File: src/rtl/seg_scan_pkg.sv
// Shared constants and types for the seg_scan display driver.
// Segment patterns are {a,b,c,d,e,f,g,dp}, active-high.
package seg_scan_pkg;

   localparam logic [7:0] SEG_0 = 8'b1111_1100;
   localparam logic [7:0] SEG_1 = 8'b0110_0000;
   localparam logic [7:0] SEG_2 = 8'b1101_1010;
   localparam logic [7:0] SEG_3 = 8'b1111_0010;
   localparam logic [7:0] SEG_4 = 8'b0110_0110;
   localparam logic [7:0] SEG_5 = 8'b1011_0110;
   localparam logic [7:0] SEG_6 = 8'b1011_1110;
   localparam logic [7:0] SEG_7 = 8'b1110_0000;
   localparam logic [7:0] SEG_8 = 8'b1111_1110;
   localparam logic [7:0] SEG_9 = 8'b1111_0110;
   localparam logic [7:0] BLANK = 8'h00;

   localparam int NDIGITS = 8;

   typedef enum logic [1:0] {
      IDLE   = 2'd0,
      CONV   = 2'd1,
      COMMIT = 2'd2
   } state_e;

   function automatic logic [7:0] seg_encode(input logic [3:0] d);
      logic [7:0] p;
      case (d)
         4'd0:    p = SEG_0;
         4'd1:    p = SEG_1;
         4'd2:    p = SEG_2;
         4'd3:    p = SEG_3;
         4'd4:    p = SEG_4;
         4'd5:    p = SEG_5;
         4'd6:    p = SEG_6;
         4'd7:    p = SEG_7;
         4'd8:    p = SEG_8;
         4'd9:    p = SEG_9;
         default: p = BLANK;
      endcase
      return p;
   endfunction

endpackage

File: src/rtl/bin2bcd5.sv
// Sequential 5-bit double-dabble: one shift-add-3 step per cycle.
// busy_o is high while further steps follow the current one.
module bin2bcd5
   import seg_scan_pkg::*;
(
   input  logic       clk_i,
   input  logic       rst_i,
   input  logic       start_i,
   input  logic [4:0] value_i,
   output logic       busy_o,
   output logic [3:0] tens_o,
   output logic [3:0] ones_o
);

   logic [4:0] bin_q, bin_d;
   logic [7:0] bcd_q, bcd_d;
   logic [2:0] cnt_q, cnt_d;
   logic [3:0] t_adj, o_adj;

   // Load on start, otherwise perform one adjust-and-shift step per cycle.
   always_comb begin
      bin_d = bin_q;
      bcd_d = bcd_q;
      cnt_d = cnt_q;
      t_adj = bcd_q[7:4] + ((bcd_q[7:4] >= 4'd5) ? 4'd3 : 4'd0);
      o_adj = bcd_q[3:0] + ((bcd_q[3:0] >= 4'd5) ? 4'd3 : 4'd0);
      if (start_i) begin
         bin_d = value_i;
         bcd_d = '0;
         cnt_d = 3'd5;
      end else if (cnt_q != 3'd0) begin
         {bcd_d, bin_d} = {t_adj, o_adj, bin_q} << 1;
         cnt_d = cnt_q - 3'd1;
      end
   end

   // Scratch and step counter registers.
   always_ff @(posedge clk_i or posedge rst_i) begin
      if (rst_i) begin
         bin_q <= '0;
         bcd_q <= '0;
         cnt_q <= '0;
      end else begin
         bin_q <= bin_d;
         bcd_q <= bcd_d;
         cnt_q <= cnt_d;
      end
   end

   assign busy_o = (cnt_q > 3'd1);
   assign tens_o = bcd_q[7:4];
   assign ones_o = bcd_q[3:0];

endmodule

File: src/rtl/seg_scan.sv
// Two-digit decimal display of a 5-bit sum on an 8-digit
// multiplexed seven-segment panel with a continuous scan.
module seg_scan
   import seg_scan_pkg::*;
#(
   parameter int unsigned DIV = 4
)
(
   input  logic               CLK_i,
   input  logic               CLR_i,
   input  logic               ld_i,
   input  logic [4:0]         sum_i,
   output logic               busy_o,
   output logic [7:0]         ans_o,
   output logic [NDIGITS-1:0] bit_o
);

   localparam int          IW   = $clog2(NDIGITS);
   localparam logic [15:0] LAST = 16'(DIV - 1);

   state_e state_q, state_d;
   logic   start, commit;
   logic   bcd_busy;
   logic [3:0] bcd_tens, bcd_ones;
   logic [3:0] tens_q, ones_q, tens_d, ones_d;
   logic [15:0] presc_q, presc_d;
   logic [IW-1:0] idx_q, idx_d;
   logic [7:0] ans_q, ans_d;
   logic [NDIGITS-1:0] bit_q, bit_d;

   assign start = (state_q == IDLE) && ld_i;

   bin2bcd5 u_bcd (
      .clk_i   (CLK_i),
      .rst_i   (CLR_i),
      .start_i (start),
      .value_i (sum_i),
      .busy_o  (bcd_busy),
      .tens_o  (bcd_tens),
      .ones_o  (bcd_ones)
   );

   // Conversion control: idle, wait out the steps, then one commit cycle.
   always_comb begin
      state_d = state_q;
      commit  = 1'b0;
      case (state_q)
         IDLE:    if (ld_i) state_d = CONV;
         CONV:    if (!bcd_busy) state_d = COMMIT;
         COMMIT: begin
            commit  = 1'b1;
            state_d = IDLE;
         end
         default: state_d = IDLE;
      endcase
   end

   // Display value, prescaler and the segment/select pair for the next digit.
   always_comb begin
      tens_d  = commit ? bcd_tens : tens_q;
      ones_d  = commit ? bcd_ones : ones_q;
      presc_d = (presc_q == LAST) ? 16'd0 : presc_q + 16'd1;
      idx_d   = (presc_q == LAST) ? idx_q + 1'b1 : idx_q;
      bit_d   = {{(NDIGITS-1){1'b0}}, 1'b1} << idx_d;
      ans_d   = BLANK;
      if (idx_d == IW'(0))
         ans_d = seg_encode(ones_q);
      else if (idx_d == IW'(1) && tens_q != 4'd0)
         ans_d = seg_encode(tens_q);
   end

   // All control and display state.
   always_ff @(posedge CLK_i or posedge CLR_i) begin
      if (CLR_i) begin
         state_q <= IDLE;
         tens_q  <= '0;
         ones_q  <= '0;
         presc_q <= '0;
         idx_q   <= '0;
         ans_q   <= BLANK;
         bit_q   <= {{(NDIGITS-1){1'b0}}, 1'b1};
      end else begin
         state_q <= state_d;
         tens_q  <= tens_d;
         ones_q  <= ones_d;
         presc_q <= presc_d;
         idx_q   <= idx_d;
         ans_q   <= ans_d;
         bit_q   <= bit_d;
      end
   end

   assign busy_o = (state_q != IDLE);
   assign ans_o  = ans_q;
   assign bit_o  = bit_q;

endmodule

File: config.mk
export PLATFORM = sky130hd
export DESIGN_NAME = seg_scan
export DESIGN_NICKNAME = d
export VERILOG_FILES = /design/src/rtl/seg_scan_pkg.sv /design/src/rtl/bin2bcd5.sv /design/src/rtl/seg_scan.sv
export SDC_FILE = /design/constraint.sdc
export NUM_CORES = 1
export LEC_CHECK = 0
export BUFFER_PORTS_ARGS = -buffer_cell sky130_fd_sc_hd__buf_2
export CAP_MARGIN = 10
export CORE_ASPECT_RATIO = 1.25
export CORE_MARGIN = 4
export CORE_UTILIZATION = 45
export DETAILED_ROUTE_END_ITERATION = 10
export SYNTH_ARGS = -nofsm -noshare
export SYNTH_HDL_FRONTEND = slang
export SYNTH_SLANG_ARGS = --single-unit
File: constraint.sdc
create_clock -name CLK_i -period 2.1 [get_ports CLK_i]
set_input_delay 0.105 -clock CLK_i [delete_from_list [all_inputs] [get_ports CLK_i]]
set_output_delay 0.105 -clock CLK_i [all_outputs]
set_load 0.05 [all_outputs]
**Yosys cells after proc, flatten, opt, wreduce, memory -nomap -nowiden**

Memories as Yosys holds them, arrays and structs flattened.
Cells that the tools add are included.
Widths: inputs -> output; s select.

- Word-level logic and storage cells: 52
- Register bits after elaboration: 61
- Output and inout bits: 17
- Memories kept: 2
- Bits of input ports: 8
- ROM bits: 224

Memories:

| name | words | bits a word | read ports | clocked after memory_dff | write ports | RTL line | source |
|---|---|---|---|---|---|---|---|
| (name not given) | 16 | 7 | 1 | 0 | 0 | seg_scan_pkg.sv:27 | `case (d)` |
| (name not given) | 16 | 7 | 1 | 0 | 0 | seg_scan_pkg.sv:27 |  |

- Order comparisons: 3
- Eq/ne operators: 6
- Reductions and logical operators: 9
- Add/subtract/negate cells: 5
- Shift operators: 1
- Muxes and demuxes: 16

Operators with widths:

| operator | count |
|---|---|
| $mux 8 | 4 |
| $add 16x1->16 const B | 1 |
| $eq 16x2->1 const B | 1 |
| $mux 16 | 1 |
| $mux 5 | 2 |
| $mux 3 | 3 |
| $ge 4x3->1 const B | 2 |
| $mux 2 | 4 |
| $shl 1x3->8 const A | 1 |
| $add 4x4->4 | 1 |
| $ne 2x2->1 const B | 2 |
| $pmux 2 s2 | 1 |
| $reduce_bool 2->1 | 2 |
| $reduce_bool 4->1 | 1 |
| $add 3x1->3 const B | 1 |
| $add 3x3->3 | 1 |
| $eq 3x1->1 const B | 1 |
| $gt 3x1->1 const B | 1 |
| $logic_not 3->1 | 1 |
| $reduce_bool 3->1 | 1 |
| $sub 3x1->3 const B | 1 |
| $eq 2x1->1 const B | 1 |
| $eq 2x2->1 const B | 1 |
| $logic_and 1x1->1 | 2 |
| other kinds (3) | 3 |

**Depth between registers and ports, before layout**

Gate-level depths: netlist (run 1).

- Depth in word-level cells: 6
- Mapped depth: 8
- Depth with buffers taken out: 8

**Cells and area by module**

A second synthesis (run 1) with hierarchy kept.

- Cell total of the unflattened synthesis: 301
- Area total of the unflattened synthesis: 3161.8 µm²

By module, submodules not included:

| module | times used | sequential area each (µm²) | cells each | area each (µm²) |
|---|---|---|---|---|
| seg_scan | 1 | 1102.3 | 213 | 2260.9 |
| bin2bcd5 | 1 | 400.4 | 88 | 900.9 |

**Least setup slack after synthesis (run 1)**

OpenSTA, ideal clock, no wires.

- Path type: register -> register
- From: register presc_q[0]
- To: register ans_q[1], in the netlist ans_o[1]
- Data arrival time: 1.650 ns
- Stages on the path, launching flop included: 8
- Slack: 0.373 ns
- Data required time: 2.023 ns
- Cells stage by stage: dfrtp_1 -> ha_1 -> nor4b_4 -> and4_4 -> nand2_2 -> xor2_4 -> inv_4 -> a21oi_1

- Word-level cells in the longest chain between the ends: 6
- Elaborated cells between the ends (all ways): 7
- Those cells by class: eq/ne: 2; mux: 3; reduce/logical: 2

RTL lines:

| element | RTL line | source |
|---|---|---|
| from (decl) | seg_scan.sv:26 | `logic [15:0] presc_q, presc_d;` |
| from (signal assigned) | seg_scan.sv:86 | `presc_q <= presc_d;` |
| $eq 16x2->1 (*) | seg_scan.sv:63 | `idx_d = (presc_q == LAST) ? idx_q + 1'b1 : idx_q;` |
| $mux 3 (*) | seg_scan.sv:63 |  |
| named net idx_d[2] | seg_scan.sv:27 | `logic [IW-1:0] idx_q, idx_d;` |
| $eq 3x1->1 | seg_scan.sv:68 | `else if (idx_d == IW'(1) && tens_q != 4'd0)` |
| $logic_and 1x1->1 | seg_scan.sv:68 |  |
| $mux 8 | seg_scan.sv:68 |  |
| $mux 8 (*) | seg_scan.sv:66 | `if (idx_d == IW'(0))` |
| named net ans_d[1] | seg_scan.sv:28 | `logic [7:0] ans_q, ans_d;` |
| to (signal assigned) | seg_scan.sv:88 | `ans_q <= ans_d;` |
| to (decl) | seg_scan.sv:28 |  |

The timed path passes the listed nets; every way through them passes the cells marked *.
A chain may end at the register's enable or synchronous reset.

**Worst setup path in the final report (run 1)**

- From: register presc_q[0]
- To: register ans_q[5], in the netlist ans_o[5]

- Word-level cells in the longest chain between the ends: 6
- Elaborated cells between the ends (all ways): 7
- Those cells by class: eq/ne: 2; mux: 3; reduce/logical: 2

RTL lines:

| element | RTL line |
|---|---|
| $eq 16x2->1 (*) | seg_scan.sv:63 |
| $mux 3 (*) | seg_scan.sv:63 |
| $eq 3x1->1 | seg_scan.sv:68 |
| $logic_and 1x1->1 | seg_scan.sv:68 |
| $mux 8 | seg_scan.sv:68 |
| $mux 8 (*) | seg_scan.sv:66 |
| named net ans_d[5] | seg_scan.sv:28 |

Marked as above.

==> metrics, run 1 <==
clock tree from TritonCTS yes; # port buffers 23; max frequency 523.6 MHz; number of setup violations in the final report 0; Tcrit/Tclk final 90.95%; setup repair after global routing missed its margin false; fraction of final layout cells with drive strength greater than 1 21.64%; kind of end point of the critical path flip-flop; fillcell total 608; launch point of the worst reg-to-reg path presc_q[0]$_DFF_PP0_; wire length after detailed routing 5.494 mm; leakage power 1.723 nW; Worst-Margin Slew 619.6 ps; maximum vdd ir drop 0.5898 mV; initial antenna violation count 0; final instance area 3636 µm²; async set or reset register ratio after synthesis 100.0%; final-report hold violation count 0; dpl hpwl 3.971 mm; area enclosed by the die boundary 8461 µm²; via count of the first global-routing pass 2221; flop-to-flop setup slack 190 ps; synthesis-stage register bit count 60; HP Class input port to flip-flop; capturing point of the worst reg2reg path ans_o[5]$_DFF_PP0_; Post-Syn Instances 299; number of routed nets with antenna violations 0; routed len/inst 12.81 µm; core outline area 6689 µm²; number of nets in the finished design 367; DRT iter0 DRCs 60; Max-slew headroom 58.31%; dpl cells 406; root buf cell clkbuf_8; final core utilization 54.36%; Req. time, crit path 2380 ps; maximum fanout count along the critical path 9; number of detailed-route iterations in the first pass 4; H-tree depth reported by CTS 3; post-route met1 wirelength 2.375 mm; synthesized area per cell 10.60 µm²; # diodes 0; net count of the mapped netlist 329; largest net degree at the start of global routing 35; post-layout minimum cycle time 1910 ps; final RePlAce weighted congestion 0.7570; vertical die dimension 101.8 µm; fraction of synthesized cell area taken by the top area cell type 46.57%; placed cell areas 3400 µm²; sequential cell area fraction in the yosys report 47.40%; final non-filler cell total 429; Vias/cell 4.977; arrival time at the worst endpoint 2180 ps; end point of the critical path ans_o[5]$_DFF_PP0_; count of clock tree sinks 60; worst r2r path cells 6; worst hold margin 50.98 ps; Total Negative Setup Slacks 0 ps; max-slew violation total from the final report 0; EDFF count, synth 0; total via count in the routed design 2135; count of boundary I/O pins 25; Yosys Warn Count 0; max-cap violations 0; top-count cell post-synth dfrtp_1; Initial Utilization 47.40%; first-pass GRT wire length 10.09 mm; area growth from synthesis to final layout 14.68%; die boundary width 83.08 µm; power density over cell area 1105 nW/µm²; top sig layer met4; worst clock skew 9.006 ps; unique cell type count in the Yosys netlist 50; ranking of synthesized cells by area dfrtp_1 47%, ha_1 7.9%, xnor2_1 3.9%; library cell with the largest summed area after synthesis dfrtp_1; Routed met2 length 2.852 mm; number of buffers on the longest clock path 2; Critical Path Source Type flip-flop; Clk pin slew, worst setup/hold paths 70 ps; later-pin clock latency in the skew report 340 ps; launching element of the worst setup path presc_q[0]$_DFF_PP0_; routed length on met3 176 µm; top flip-flop cell by instance count after synthesis dfrtp_1; outcome completed; row cnt 33; cell area after synthesis 3171 µm²; gr ovfl total 0; Crit Path Class flip-flop to flip-flop; remaining routing DRC violations 0; CTS resizes 0; GRT Util Overall 15.00%; leading post-synthesis cells by instance count 59 x dfrtp_1, 30 x nand2_1, 28 x nor2_1, 20 x a21oi_1, 20 x ha_1; total clock buffers created by CTS 9
## how the worst min path moves through the flow
stage	startpoint	to	slack, ps	cells after the start
finish	ld_i	state_q[0]$_DFFE_PP0P_	50	3
global route	ld_i	state_q[0]$_DFFE_PP0P_	40	3
CTS	ld_i	state_q[0]$_DFFE_PP0P_	30	3
detailed placement	CLR_i	state_q[0]$_DFFE_PP0P_	10	2
global placement	CLR_i	state_q[0]$_DFFE_PP0P_	10	2
floorplan	sum_i[0]	u_bcd.bin_q[0]$_DFFE_PP0P_	220	2
## registers in the layout, indices dropped and copies added (netlist names)
name	flops
bit_o	8
state_q	2
u_bcd.cnt_q	3
ans_o	7
ones_q	4
u_bcd.bcd_q	8
presc_q	16
tens_q	4
idx_q	3
u_bcd.bin_q	5
## per-stage QoR
step	setup slack [ps]	power, W
floorplan	372.5	0.002821
global placement	264.0	0.003127
detailed placement	189.4	0.003150
CTS	179.3	0.004083
global route	41.01	0.004440
finish	190.1	0.004017
## critical path: stages (launching register included)
cell	delay, ps
dfrtp_1	390
ha_1	230
nor4b_4	300
nand4_4	220
mux2i_4	290
a311oi_1	290
o21a_1	140
## layout make-up
| cell class | count | area, µm² | area share, % |
|---|---|---|---|
| repair buffers | 36 | 240.2 | 6.607 |
| clock buffers | 11 | 141.4 | 3.889 |
| multi-input cells | 214 | 1553 | 42.70 |
| flip-flops and latches | 60 | 1503 | 41.33 |
| well taps | 87 | 108.9 | 2.994 |
| inverters | 16 | 62.56 | 1.721 |
| clock inverters | 5 | 27.53 | 0.7571 |
## what timing repair did
| item | 4_1_cts | 5_1_grt |
|---|---|---|
| hold buffers | 6 | 0 |
| hold endpoints to repair | 64 | 0 |
| setup endpoints to repair | 0 | 1 |
| buffers inserted | 0 | 1 |
## cells by family after synthesis
family	synth area share, %
AND/OR/NAND/NOR	18.19
other	0.1183
flip-flops	47.40
buffers and inverters	3.631
adder cells (fa/ha/maj)	9.156
AO/OA/AOI/OAI	9.906
XOR/XNOR	6.117
multiplexers	5.485
## cells in the final DEF (no fill, tap or decap), drive strengths merged, types with 9 or more instances in the layout
cell type	synthesis	final
a21oi	21	21
buf	2	30
clkbuf	6	11
dfrtp	59	59
ha	20	20
inv	16	16
mux2	9	9
nand2	32	32
nand2b	9	9
nand3	10	10
nor2	28	28
o21ai	14	14
xnor2	14	14
## layer usage
layer  track usage [%]  vias up
met5                 0        -
met4             6.541        0
met3             3.952        8
met2             26.05       29
met1             17.68     1015
li1                  -     1083
## power by group
part           internal (W)  switching, W
clock              0.000452      0.000451
combinational      0.000679      0.000793
sequential          0.00140      0.000247
total               0.00253       0.00149
Note: power is estimated with default switching activity, not from simulation.
==> run 2, diff against run 1 <==
--- a/config.mk
+++ b/config.mk
@@ -11,6 +11,8 @@
 export CORE_MARGIN = 4
 export CORE_UTILIZATION = 45
 export DETAILED_ROUTE_END_ITERATION = 10
+export RECOVER_POWER = 25
+export REMOVE_ABC_BUFFERS = 1
 export SYNTH_ARGS = -nofsm -noshare
 export SYNTH_HDL_FRONTEND = slang
 export SYNTH_SLANG_ARGS = --single-unit
==> metrics, run 2 (same netlist as run 1, synthesis figures left out) <==
number of buffers on the longest clock path 2 (unchanged); area growth from synthesis to final layout 16.89%; core outline area 6689 µm² (unchanged); max-cap violations 0 (unchanged); Storage cell area 1503 µm² (unchanged); max-slew violation total from the final report 0 (unchanged); fraction of final layout cells with drive strength greater than 1 19.17% (-2.5 points); row cnt 33 (unchanged); Crit Path Class flip-flop to flip-flop; post-layout minimum cycle time 1884 ps (-26.14 ps); final RePlAce weighted congestion 0.7886 (+4.2%); root buf cell clkbuf_8; HP Class input port to flip-flop; Tcrit/Tclk final 89.70% (-1.2 points); fillcell total 623 (+2.5%); arrival time at the worst endpoint 2110 ps (-70 ps); via count of the first global-routing pass 2301 (+3.6%); initial antenna violation count 0 (unchanged); kind of end point of the critical path flip-flop; flip-flop count of the largest register after layout 16 (unchanged); wire length after detailed routing 5.551 mm (+1.0%); Vias/cell 5.077 (+2.0%); number of routed nets with antenna violations 0 (unchanged); Req. time, crit path 2320 ps (-60 ps); sequential fraction of design power 37.0% (-3.9 points); CTS resizes 0 (unchanged); launch point of the worst reg-to-reg path presc_q[0]$_DFF_PP0_; number of detailed-route iterations in the first pass 4 (unchanged); H-tree depth reported by CTS 3 (unchanged); design internal power 0.002987 W (+18%); DRT iter0 DRCs 52 (-13%); largest net degree at the start of global routing 34 (-2.9%); share of total power in the clock network 30.3% (+7.8 points); leakage power 1.730 nW (+0.36%); max frequency 530.9 MHz (+1.4%); worst hold start ld_i; first-pass GRT wire length 10.35 mm (+2.6%); total clock buffers created by CTS 9 (unchanged); capturing point of the worst reg2reg path ans_o[2]$_DFF_PP0_; worst r2r path cells 6 (unchanged); maximum vdd ir drop 0.7837 mV (+33%); Clk pin slew, worst setup/hold paths 70 ps (about the same); Worst-Margin Slew 1086 ps (+466.2 ps); clock tree from TritonCTS yes; # diodes 0 (unchanged); Max-slew headroom 27.53% (-31 points); count of boundary I/O pins 25 (unchanged); GRT Util Overall 15.11% (+0.11 points); area enclosed by the die boundary 8461 µm² (unchanged); maximum fanout count along the critical path 6 (-3); number of nets in the finished design 364 (-0.82%); gr ovfl total 0 (unchanged); switching power share of the total 33.43% (-3.7 points); Total Negative Setup Slacks 0 ps (unchanged); cell depth of the worst min-delay path 3 (unchanged); later-pin clock latency in the skew report 330 ps (about the same); leading cell types in the layout, fill and taps excluded 59 x dfrtp_1, 30 x nand2_1, 28 x nor2_1, 20 x a21oi_1, 20 x ha_1; flop-to-flop setup slack 220 ps (+30 ps); Hold Crit Endpoint state_q[0]$_DFFE_PP0P_; total via count in the routed design 2163 (+1.3%); remaining routing DRC violations 0 (unchanged); register bank with the most flops presc_q; outcome completed; # port buffers 23 (unchanged); buffers inserted during post-CTS setup optimization 0 (unchanged); die boundary width 83.08 µm (unchanged); Initial Utilization 47.40% (unchanged); power density over cell area 1211 nW/µm² (+9.6%); vertical die dimension 101.8 µm (unchanged); Critical Path Source Type flip-flop; dpl hpwl 4.000 mm (+0.73%); worst hold margin 54.62 ps (+3.633 ps); worst clock skew 7.214 ps (-1.793 ps); count of clock tree sinks 60 (unchanged); final-report hold violation count 0 (unchanged); combinational cell fraction of total power 32.7% (-4.0 points); most frequent standard cell in the layout excluding fill and tap cells dfrtp_1; multi-input gate area in the final layout 1553 µm² (unchanged); switching power 0.001500 W (+0.61%); routed len/inst 13.03 µm (+1.7%); number of setup violations in the final report 0 (unchanged); setup repair after global routing missed its margin false
==> run 2: changes by cell type in the layout (fill, tap and decap cells not counted), moves of 3 or more <==
cell,before,now
bufinv_16,0,3
clkinv_2,4,0
clkbuf_8,10,13
buf_4,6,3
clkbuf_1,1,6
buf_2,23,17
==> run 2: area by class of cell <==
type / count / share of cell area (%)
clock buffer: 13 / 4.828
clock inverter: 3 / 2.431
inverter: 16 / 1.688
multi-input combinational: 214 / 41.90
sequential: 60 / 40.55
tap: 87 / 2.937
timing repair buffer: 33 / 5.672
==> run 2: worst max-delay path: stages (launching register included) <==
cell and delay, ps:
dfrtp_1 390, ha_1 240, nor4b_4 280, nand4_4 200, mux2i_1 440, o22a_1 190
nor2_1 40
==> run 2: repair_timing <==
action                                  CTS  global route
endpoints found under the setup margin    0             0
hold buffers                              6             0
hold endpoints to repair                 32             0
==> run 2: worst max path at each step <==
| stage | start | endpoint | slack [ps] |
|---|---|---|---|
| 2_1_floorplan | state_q[0]$_DFFE_PP0P_ | u_bcd.bin_q[0]$_DFFE_PP0P_ | 290 |
| 3_3_place_gp | presc_q[0]$_DFF_PP0_ | ans_o[5]$_DFF_PP0_ | 260 |
| 3_5_place_dp | presc_q[0]$_DFF_PP0_ | ans_o[2]$_DFF_PP0_ | 210 |
| 4_1_cts | presc_q[0]$_DFF_PP0_ | ans_o[2]$_DFF_PP0_ | 190 |
| 5_1_grt | presc_q[0]$_DFF_PP0_ | ans_o[1]$_DFF_PP0_ | 30 |
| 6_report | presc_q[0]$_DFF_PP0_ | ans_o[2]$_DFF_PP0_ | 220 |
==> run 2: power groups by stage <==
stage / registers (W) / clock network, W / logic, W
6_report: 0.00166 / 0.00136 / 0.00147
5_1_grt: 0.00171 / 0.00145 / 0.00173
4_1_cts: 0.00166 / 0.00139 / 0.00149
3_5_place_dp: 0.00169 / 0 / 0.00147
3_3_place_gp: 0.00168 / 0 / 0.00143
2_1_floorplan: 0.00161 / 0 / 0.00119
==> run 2: layer usage <==
metal | vias up | global-route usage [%] | share of wire (%)
met5 | - | 0 | 0
met4 | 0 | 7.170 | 2.3
met3 | 11 | 2.984 | 2.5
li1 | 1086 | - | -
met2 | 27 | 26.30 | 51
met1 | 1039 | 18.15 | 45
==> run 2: per-stage QoR <==
step / worst slack, ps / utilization [%] / instance area (µm²) / cells / power [W]
3_5_place_dp: 210.6 / 50.60 / 3385 / 404 / 0.003152
3_3_place_gp: 261.3 / 50.60 / 3385 / 404 / 0.003111
2_1_floorplan: 288.7 / - / 3118 / 290 / 0.002794
6_report: 216.3 / 55.41 / 3706 / 426 / 0.004486
5_1_grt: 30.92 / 55.41 / 3706 / 426 / 0.004883
4_1_cts: 189.6 / 55.52 / 3714 / 426 / 0.004546
==> run 3, diff against run 2 <==
--- a/config.mk
+++ b/config.mk
@@ -13,6 +13,7 @@
 export DETAILED_ROUTE_END_ITERATION = 10
 export RECOVER_POWER = 25
 export REMOVE_ABC_BUFFERS = 1
+export SETUP_SLACK_MARGIN = 0.5
 export SYNTH_ARGS = -nofsm -noshare
 export SYNTH_HDL_FRONTEND = slang
 export SYNTH_SLANG_ARGS = --single-unit
==> metrics, run 3 (same netlist as run 1, synthesis figures left out) <==
wire length after detailed routing 5.872 mm (+5.8%); Worst-Margin Slew 1079 ps (-6.780 ps); root buf cell clkbuf_8; DRT iter0 DRCs 50 (-3.8%); HP Class input port to flip-flop; H-tree depth reported by CTS 3 (unchanged); leading cell types in the layout, fill and taps excluded 55 x dfrtp_1, 29 x nand2_1, 22 x nor2_1, 22 x buf_4; total via count in the routed design 2269 (+4.9%); vertical die dimension 101.8 µm (unchanged); number of buffers on the longest clock path 2 (unchanged); maximum fanout count along the critical path 5 (-1); Req. time, crit path 2370 ps (+50 ps); switching power share of the total 33.61% (+0.18 points); first-pass GRT wire length 10.87 mm (+5.1%); max frequency 545.8 MHz (+2.8%); flip-flop count of the largest register after layout 16 (unchanged); maximum vdd ir drop 0.8117 mV (+3.6%); design internal power 0.003231 W (+8.2%); sequential fraction of design power 33.5% (-3.5 points); max-cap violations 0 (unchanged); routed len/inst 13.08 µm (+0.36%); via count of the first global-routing pass 2423 (+5.3%); gr ovfl total 0 (unchanged); dpl hpwl 4.000 mm (unchanged); max-slew violation total from the final report 0 (unchanged); worst r2r path cells 7 (+1); setup repair after global routing missed its margin true; largest net degree at the start of global routing 34 (unchanged); switching power 0.001636 W (+9.1%); leakage power 1.877 nW (+8.5%); kind of end point of the critical path flip-flop; GRT Util Overall 15.86% (+0.74 points); number of nets in the finished design 387 (+6.3%); fillcell total 590 (-5.3%); core outline area 6689 µm² (unchanged); final RePlAce weighted congestion 0.7886 (unchanged); number of detailed-route iterations in the first pass 4 (unchanged); combinational cell fraction of total power 38.4% (+5.7 points); row cnt 33 (unchanged); Clk pin slew, worst setup/hold paths 70 ps (about the same); outcome completed; later-pin clock latency in the skew report 340 ps (about the same); fraction of final layout cells with drive strength greater than 1 32.60% (+13 points); clock tree from TritonCTS yes; final core utilization 60.14% (+4.7 points); arrival time at the worst endpoint 2110 ps (about the same); # diodes 0 (unchanged); share of total power in the clock network 28.1% (-2.2 points); final instance area 4023 µm² (+8.5%); die boundary width 83.08 µm (unchanged); most frequent standard cell in the layout excluding fill and tap cells dfrtp_1; number of setup violations in the final report 0 (unchanged); power density over cell area 1210 nW/µm² (about the same); Tcrit/Tclk final 87.25% (-2.5 points); final-report hold violation count 0 (unchanged); placed cell areas 3385 µm² (unchanged); Critical Path Source Type flip-flop; worst clock skew 6.860 ps (-0.3535 ps); Total Negative Setup Slacks 0 ps (unchanged); Initial Utilization 47.40% (unchanged); count of boundary I/O pins 25 (unchanged); post-layout minimum cycle time 1832 ps (-51.53 ps); total clock buffers created by CTS 9 (unchanged); final non-filler cell total 449 (+5.4%); number of routed nets with antenna violations 0 (unchanged); Vias/cell 5.053 (-0.47%); remaining routing DRC violations 0 (unchanged); Max-slew headroom 27.99% (+0.45 points); initial antenna violation count 0 (unchanged); count of clock tree sinks 60 (unchanged); # port buffers 23 (unchanged); area growth from synthesis to final layout 26.87%; cell depth of the worst min-delay path 3 (unchanged); dpl cells 404 (unchanged); Crit Path Class flip-flop to flip-flop; register bank with the most flops presc_q; area enclosed by the die boundary 8461 µm² (unchanged)
==> run 3: changes by cell type in the layout (fill, tap and decap cells not counted), sizes merged <==
cell and delta:
buf +23, clkinvlp +1, clkbuf -1
==> run 3: path summary, 6_finish.rpt <==
path | startpoint | to | slack [ps]
min in group asynchronous | CLR_i | presc_q[9]$_DFF_PP0_ | 580
worst max-delay path | presc_q[1]$_DFF_PP0_ | ans_o[4]$_DFF_PP0_ | 270
max in group asynchronous | CLR_i | bit_o[0]$_DFF_PP1_ | 720
worst min register to register | state_q[1]$_DFFE_PP0P_ | state_q[0]$_DFFE_PP0P_ | 480
worst max register to register | presc_q[1]$_DFF_PP0_ | ans_o[4]$_DFF_PP0_ | 270
worst min-delay path | ld_i | state_q[0]$_DFFE_PP0P_ | 50
==> run 3: routing by layer <==
metal,wire length [µm],GRT usage (%)
met1,2555,18.92
met2,3041,27.78
met3,133,3.065
met4,142,7.547
met5,0,0
==> run 3: power groups by stage <==
stage | sequential (W) | clock [W] | combinational (W)
2_1_floorplan | 0.00161 | 0 | 0.00119
3_3_place_gp | 0.00168 | 0 | 0.00143
3_5_place_dp | 0.00169 | 0 | 0.00147
4_1_cts | 0.00162 | 0.00139 | 0.00173
5_1_grt | 0.00168 | 0.00145 | 0.00214
6_report | 0.00163 | 0.00137 | 0.00187
==> run 3: critical path, stage by stage, from the launching register on <==
cell and delay (ps):
dfrtp_1 360, ha_1 220, nor4b_4 310, and4_4 300, nand2_4 60, xor2_4 220
buf_6 160, o21a_1 130
==> run 3: cell type report <==
cell class | count | area [µm²] | area share [%]
Multi-Input combinational cell | 214 | 1677 | 41.68
Sequential cell | 60 | 1508 | 37.48
Timing Repair Buffer | 55 | 387.9 | 9.642
Clock buffer | 13 | 178.9 | 4.448
Tap cell | 87 | 108.9 | 2.706
Clock inverter | 3 | 90.09 | 2.240
Inverter | 16 | 65.06 | 1.617
Timing Repair inverter | 1 | 7.507 | 0.1866
==> run 3: timing repair <==
action,in CTS,in global routing
endpoints found under the setup margin,23,26
cloned,1,0
setup buffers,17,5
pin swaps,16,12
gates resized for setup,22,22
endpoints found under the hold margin,32,0
hold buffers,6,0
==> run 3: per-stage QoR <==
stage	power, W	hold WS, ps	worst slack [ps]
floorplan	0.002794	221.8	288.7
global placement	0.003111	204.5	261.3
detailed placement	0.003152	214.2	210.6
CTS	0.004746	39.88	320.1
global route	0.005265	56.08	179.5
finish	0.004866	51.11	267.8
